File: config.mk
export PLATFORM = sky130hd
export DESIGN_NAME = multichannel_countdown_timer
export DESIGN_NICKNAME = d
export VERILOG_FILES = /design/src/rtl/multichannel_countdown_timer.sv
export SDC_FILE = /design/constraint.sdc
export NUM_CORES = 1
export LEC_CHECK = 0
export BUFFER_PORTS_ARGS = -buffer_cell sky130_fd_sc_hd__buf_2
export CAP_MARGIN = 15
export CORE_ASPECT_RATIO = 0.8
export CORE_UTILIZATION = 26
export CTS_CLUSTER_DIAMETER = 200
export DETAILED_ROUTE_END_ITERATION = 8
export PLACE_DENSITY_LB_ADDON = 0.15
export SETUP_SLACK_MARGIN = 0.15
export SLEW_MARGIN = 10
export SYNTH_ARGS = -nofsm -noshare
export SYNTH_HDL_FRONTEND = slang
export SYNTH_SLANG_ARGS = --single-unit
File: constraint.sdc
create_clock -name clk_100Mhz -period 3.1 [get_ports clk_100Mhz]
set_input_delay 0.155 -clock clk_100Mhz [delete_from_list [all_inputs] [get_ports clk_100Mhz]]
set_output_delay 0.155 -clock clk_100Mhz [all_outputs]
set_load 0.01 [all_outputs]
File: src/rtl/multichannel_countdown_timer.sv
// NUM_CH independent countdown channels (one-shot/auto-reload, pause, stop), optional shared tick prescaler via TIMER_PRESCALE_EN.
// Latency: all outputs registered; count_out = P one cycle after start, expiry P ticks after start.
// Backpressure: none; start/stop/pause act every cycle, decrements only on tick cycles.
module multichannel_countdown_timer #(
    parameter int NUM_CH   = 4,
    parameter int WIDTH    = 27,
    parameter int PRESCALE = 100
) (
    input  logic                    clk_100Mhz,
    input  logic                    reset,
    input  logic [NUM_CH-1:0]       start,
    input  logic [NUM_CH-1:0]       stop,
    input  logic [NUM_CH-1:0]       pause,
    input  logic [NUM_CH-1:0]       auto_reload,
    input  logic [NUM_CH*WIDTH-1:0] period_in,
    output logic [NUM_CH*WIDTH-1:0] count_out,
    output logic [NUM_CH-1:0]       running,
    output logic [NUM_CH-1:0]       time_out,
    output logic [NUM_CH-1:0]       expire_pulse
);

    typedef enum logic [1:0] {IDLE, RUN, PAUSED, EXPIRED} state_t;

    logic tick;

`ifdef TIMER_PRESCALE_EN
    localparam int PW = (PRESCALE > 1) ? $clog2(PRESCALE) : 1;
    localparam logic [PW-1:0] PRESC_LAST = PW'(PRESCALE - 1);

    logic [PW-1:0] presc;

    // Free-running and shared; start does not realign it, so the first tick may come early.
    always_ff @(posedge clk_100Mhz) begin
        if (reset) begin
            presc <= '0;
        end else if (presc == PRESC_LAST) begin
            presc <= '0;
        end else begin
            presc <= presc + 1'b1;
        end
    end

    assign tick = (presc == PRESC_LAST);
`else
    logic unused_prescale;
    assign unused_prescale = ^PRESCALE;
    assign tick = 1'b1;
`endif

    for (genvar i = 0; i < NUM_CH; i++) begin : g_ch
        state_t           state;
        logic [WIDTH-1:0] count;
        logic [WIDTH-1:0] reload;
        logic             mode;
        logic             running_r;
        logic             time_out_r;
        logic             pulse_r;
        logic [WIDTH-1:0] period;

        assign period = period_in[i*WIDTH +: WIDTH];

        always_ff @(posedge clk_100Mhz) begin
            if (reset) begin
                state      <= IDLE;
                count      <= '0;
                reload     <= '0;
                mode       <= 1'b0;
                running_r  <= 1'b0;
                time_out_r <= 1'b0;
                pulse_r    <= 1'b0;
            end else begin
                pulse_r <= 1'b0;
                if (start[i]) begin
                    reload <= period;
                    mode   <= auto_reload[i];
                    // A zero period expires immediately and never reloads.
                    if (period == '0) begin
                        state      <= EXPIRED;
                        count      <= '0;
                        running_r  <= 1'b0;
                        time_out_r <= 1'b1;
                        pulse_r    <= 1'b1;
                    end else begin
                        state      <= RUN;
                        count      <= period;
                        running_r  <= 1'b1;
                        time_out_r <= 1'b0;
                    end
                end else if (stop[i]) begin
                    state      <= IDLE;
                    count      <= '0;
                    running_r  <= 1'b0;
                    time_out_r <= 1'b0;
                end else begin
                    case (state)
                        RUN, PAUSED: begin
                            if (pause[i]) begin
                                state <= PAUSED;
                            end else begin
                                // Resume edge already counts, so each paused cycle costs exactly one tick.
                                state <= RUN;
                                if (tick) begin
                                    if (count <= WIDTH'(1)) begin
                                        pulse_r <= 1'b1;
                                        if (mode) begin
                                            count <= reload;
                                        end else begin
                                            count      <= '0;
                                            state      <= EXPIRED;
                                            running_r  <= 1'b0;
                                            time_out_r <= 1'b1;
                                        end
                                    end else begin
                                        count <= count - 1'b1;
                                    end
                                end
                            end
                        end
                        EXPIRED: begin
                            count      <= '0;
                            time_out_r <= 1'b1;
                        end
                        default: ;
                    endcase
                end
            end
        end

        assign count_out[i*WIDTH +: WIDTH] = count;
        assign running[i]                  = running_r;
        assign time_out[i]                 = time_out_r;
        assign expire_pulse[i]             = pulse_r;
    end

endmodule

Word level (Yosys, flattened, before mapping)

Cells that the tools add are included.

Flip-flop bits (word level): 240
Bits in latches: 0
RAM bits: 0
Bits in read-only memories: 0
Input bits: 126
Output and inout port bits: 120
Logic and storage cells: 232
Memories kept: 0

Add/sub/neg operators: 4
$mul: 0
Divide/modulo/power cells: 0
$lt $le $gt $ge: 4
Equality and inequality tests: 32
Shifts and indexed selects: 0
Mux-type cells: 132
Bitwise gates (word level): 0
Reduce and logical (&&, ||, !) cells: 32

Operators by type and width:

| operator              | count |
|---|---|
| $mux 27               | 24 |
| $pmux 27 s2           | 4 |
| $le 27x1->1 const B   | 4 |
| $logic_not 27->1      | 4 |
| $sub 27x1->27 const B | 4 |
| $mux 1                | 72 |
| $mux 2                | 28 |
| $ne 4x4->1 const B    | 12 |
| $reduce_and 4->1      | 8 |
| $ne 3x3->1 const B    | 8 |
| $reduce_bool 3->1     | 8 |
| $eq 2x2->1 const B    | 8 |
| $reduce_bool 4->1     | 4 |
| $eq 2x1->1 const B    | 4 |
| $pmux 1 s2            | 4 |
| $reduce_and 2->1      | 4 |
| $reduce_or 2->1       | 4 |

Longest topological paths before layout

Depth after elaboration: 6
Depth in mapped cells: 10
Gate-level depth less buffers: 8

Worst setup path after synthesis

No wires, ideal clock.

Path kind: reg2reg
Start point: register g_ch[0].count[0]
End point: register g_ch[0].count[18]
Library setup time: 92 ps
Arrival: 2449 ps
Data required time: 3008 ps
Slack: 559 ps
Cell stages (with the launch flop): 11
Buffers on the path: 2
Clock period less this slack: 2541 ps
Path through: dfxtp_1 > inv_1 > ha_1 > or3b_2 > clkbuf_1 > or4_1 > buf_2 > nor3_1 > xor2_1 > nor2_1 > o32ai_1

Longest elaborated chain between the ends: 6
Elaborated cells on any way between the ends: 7
Classes of those cells: add/sub (1); order compare (1); mux (5)

RTL lines:

| item                                         | line     | source |
|---|---|---|
| from (decl)                                  | 52       | `logic [WIDTH-1:0] count;` |
| from (signal assigned)                       | 85       | `count <= period;` |
| from (signal assigned)                       | 106      | `count <= reload;` |
| from (signal assigned)                       | 114      | `count <= count - 1'b1;` |
| $sub 27x1->27 or $le 27x1->1 (tied branches) | 114, 103 |  |
| $mux 27 (*)                                  | 103      | `if (count <= WIDTH'(1)) begin` |
| $mux 27 (*)                                  | 97       | `if (pause[i]) begin` |
| $pmux 27 s2 (*)                              | 95       | `case (state)` |
| $mux 27 (*)                                  | 89       | `end else if (stop[i]) begin` |
| $mux 27 (*)                                  | 73       | `if (start[i]) begin` |

Every way passes the cells marked *; elsewhere a longest branch is shown, timed or not. The select of a mux whose other input is x is not followed.
A chain may end at the register's enable or synchronous reset.

Worst setup path in the final report

Start point: register g_ch[2].count[8]
End point: register g_ch[2].count[5]

Longest elaborated chain between the ends: 6

RTL lines:

| item                   | line |
|---|---|
| from (decl)            | 52 |
| from (signal assigned) | 85 |
| from (signal assigned) | 106 |
| from (signal assigned) | 114 |
| $le 27x1->1            | 103 |
| $mux 27                | 103 |
| $mux 27                | 97 |
| $pmux 27 s2            | 95 |
| $mux 27                | 89 |
| $mux 27                | 73 |

No other way between the ends. The select of a mux whose other input is x is not followed.

==> results.yml <==
worst_setup_path:
  startpoint_type: "register"
  critPathRequiredTime_ns: 3.57
  crit-reg2reg-launch: "g_ch[2].count[8]$_SDFFE_PP0P_"
  crit_path_end_kind: "register"
  cp_max_fo: 11
  crit_path_start: "g_ch[2].count[8]$_SDFFE_PP0P_"
  critPathArrivalTime_ns: 3.15
  critical_path_class: "reg2reg"
sta:
  timing.final.crit_share_pct: 86.47
  finalSetupViolations: 0
  rsz0062_at_grt: "no"
  clock.fmax_ghz: 0.3730
  setup_tns_ns: 0
  relSlewSlack_pct: 24.40
  tightest_slew_ns: 1.129
  skew_ns: 0.02073
  finalHoldViolCount: 0
  fin_crit_ns: 2.681
  maxSlewViolCount: 0
placed_design:
  placedInstanceArea_um2: 15100
  gp_congestion: 0.8780
  dp_hpwl_um: 36450
  io_buffers: 245
final_layout:
  layout_commonest_cell: "buf_2"
  stdcell_area_um2: 17290
  fin_nets: 2137
  layout_common_cells: "244 x buf_2, 240 x dfxtp_1, 189 x nor2_1"
  syn2layout_area_growth_pct: 32.51
  register_area_um2: 4805
  nFillCells: 5237
  multiInputGateArea_um2: 7581
  drive_above_1_share_pct: 18.78
run:
  cap_violations: 0
grt:
  antenna_found_initial: 1
  grt_pass1_wl_um: 80570
  grt_overflow: 0
  grt_max_degree: 62
  gr-usage-all-layers_pct: 19.85
  grt_pass1_vias: 13380
power_and_ir_drop:
  p_leak_nw: 7.095
  switching_share_pct: 31.17
  clkPwrFrac_pct: 39.0
  netSwitchingPower_mw: 2.821
  p_seq_share_pct: 39.2
  power.internal_mw: 6.231
  ir_drop_uv: 391.0
  p_per_area_nw_per_um2: 523.6
  combPwrFrac_pct: 21.8
synthesis:
  synth_ff_type: "dfxtp_1"
  synth_edf_count: 0
  synth_area_per_cell_um2: 7.865
  yosysTopAreaCellShare_pct: 36.82
  synth_nets: 1801
  syn_area_um2: 13050
  ys_ff_latch: 240
  synth-seq-area-share_pct: 36.82
  yosys.area.top_type: "dfxtp_1"
  yosysUniqueCellTypes: 67
  synthArstFlopShare_pct: 0
  yosys-top-cells-area: "dfxtp_1 37%, a21oi_1 5.6%, nor2_1 5.4%, nand2_1 5.1%, mux2i_1 4.6%"
  synth-warning-count: 0
  netlist_instances: 1659
detailed_routing:
  vias: 14120
  wire_per_inst_um: 19.45
  vias_per_cell: 5.252
  firstDrtPassIters: 5
  wl_um: 52290
  postRouteAntennaNets: 0
  drc_errors: 0
  drt_iter0_drc: 1168
worst_hold_path:
  worst_hold_path_type: "in2reg"
  hold_start: "reset"
clock_network:
  clock-sinks: 240
  tritoncts: "yes"
  cts-root-buf: "clkbuf_16"
  cts_made_buffers: 30
  clk_pin_slew_ns: 0.06
  worstSkewPairLatency_ns: 0.58
  clk_path_buf_depth: 3
  cts_max_level: 1
outcome:
  outcome: "finished, final reports clean"
floorplanning:
  rows: 73
  ios: 246
  core-area_um2: 49600
  die_height_um: 202.4
  start_util_pct: 26.31
  dieArea_um2: 51090
  die_x_um: 252.5
==> registers in the layout, indices dropped and copies added, names as in the netlist <==
register         cells
g_ch.count         108
g_ch.mode            4
g_ch.pulse_r         4
g_ch.reload        108
g_ch.running_r       4
g_ch.state           8
g_ch.time_out_r      4
==> final cells by class <==
type / count / share of cell area, %
Multi-Input combinational cell: 1256 / 43.85
Inverter: 31 / 0.6730
Antenna cell: 1 / 0.01447
Tap cell: 675 / 4.885
Timing Repair Buffer: 436 / 17.19
Sequential cell: 240 / 27.79
Clock inverter: 7 / 0.5066
Clock buffer: 43 / 5.095
==> critical path, stage by stage (launching register included) <==
cell      delay (ns)
dfxtp_1         0.37
nor4_1          0.29
buf_4           0.18
and4b_1         0.49
nand2_1         0.24
a211oi_2        0.35
buf_4           0.24
a22oi_1         0.10
a311oi_1        0.30
==> per-layer routing <==
metal	vias up	wire [µm]	track usage, %	part of all wire [%]
li1	6801	-	-	-
met1	6746	25870	30.02	49
met2	500	21920	28.92	42
met3	75	3390	3.335	6.5
met4	0	1113	4.372	2.1
met5	-	0	0	0
==> synthesized netlist by cell type (4+ instances only) <==
| master | count |
|---|---|
| nand4_1 | 21 |
| a221oi_1 | 14 |
| or3_1 | 18 |
| o31ai_1 | 10 |
| a21o_1 | 5 |
| nand4b_1 | 5 |
| nor3b_1 | 4 |
| xor2_1 | 35 |
| a211o_1 | 4 |
| o32ai_1 | 11 |
| and2_1 | 5 |
| dfxtp_1 | 240 |
| o2111a_1 | 6 |
| and3_1 | 25 |
| nor3_1 | 69 |
| o2111ai_1 | 10 |
| a22oi_1 | 37 |
| xnor2_1 | 34 |
| ha_1 | 16 |
| a211oi_1 | 12 |
| o21ai_0 | 57 |
| nor2_1 | 189 |
| a311oi_1 | 36 |
| nand3_1 | 51 |
| nand2_1 | 179 |
| o22ai_1 | 18 |
| buf_2 | 12 |
| a21oi_1 | 145 |
| o41ai_1 | 5 |
| clkbuf_1 | 102 |
| mux2i_1 | 60 |
| o31a_1 | 5 |
| or4_1 | 19 |
| o211ai_1 | 9 |
| buf_4 | 14 |
| nor4_1 | 52 |
| inv_1 | 29 |
| nand2b_1 | 6 |
| a31oi_1 | 42 |
| nor2b_1 | 4 |
==> timing repair <==
item / in CTS / in global routing
endpoints found under the hold margin: 205 / 0
resized for setup: 0 / 1
hold buffers: 121 / 0
endpoints found under the setup margin: 0 / 1
buffers inserted: 0 / 0
==> kinds of logic (layout without fill, tap and decap cells) <==
kind of cell,Yosys count,count (layout),share of synthesized area (%)
fa+ha+maj,16,16,1.534
simple gates,662,662,24.41
buf+inv,163,517,5.265
flops,240,240,36.82
other cells,0,1,0
compound gates,449,449,22.73
xor+xnor,69,69,4.632
mux,60,60,4.603
==> power by group through the flow <==
stage / logic, mW / clock network [mW] / registers [mW]
final: 1.98 / 3.53 / 3.55
after global routing: 2.17 / 3.76 / 3.58
after CTS: 1.96 / 3.63 / 3.54
after detailed placement: 1.84 / 0 / 3.61
after global placement: 1.83 / 0 / 3.61
after floorplan: 1.13 / 0 / 3.58
==> stage by stage <==
step                      power [mW]  hold slack (ns)  instances  setup slack [ns]  utilization [%]
after detailed placement       5.446           0.4085       2517            0.3622            30.45
after CTS                      9.140          0.01479       2688            0.3491            34.85
after global placement         5.435           0.3904       2517            0.3516            30.45
final                          9.053          0.03355       2689            0.4193            34.86
after floorplan                4.714           0.2812       1659            0.5588                -
after global routing           9.509          0.03753       2689            0.2287            34.86
==> worst paths after layout <==
check | endpoint | slack, ns | depth (start not counted)
min | g_ch[2].reload[25]$_SDFFE_PP0P_ | 0.03 | 2
max reg2reg | g_ch[2].count[5]$_SDFFE_PP0P_ | 0.42 | 8
min reg2reg | g_ch[0].reload[0]$_SDFFE_PP0P_ | 0.45 | 2
max | g_ch[2].count[5]$_SDFFE_PP0P_ | 0.42 | 8
No activity file was read; power rests on OpenSTA's default activity.
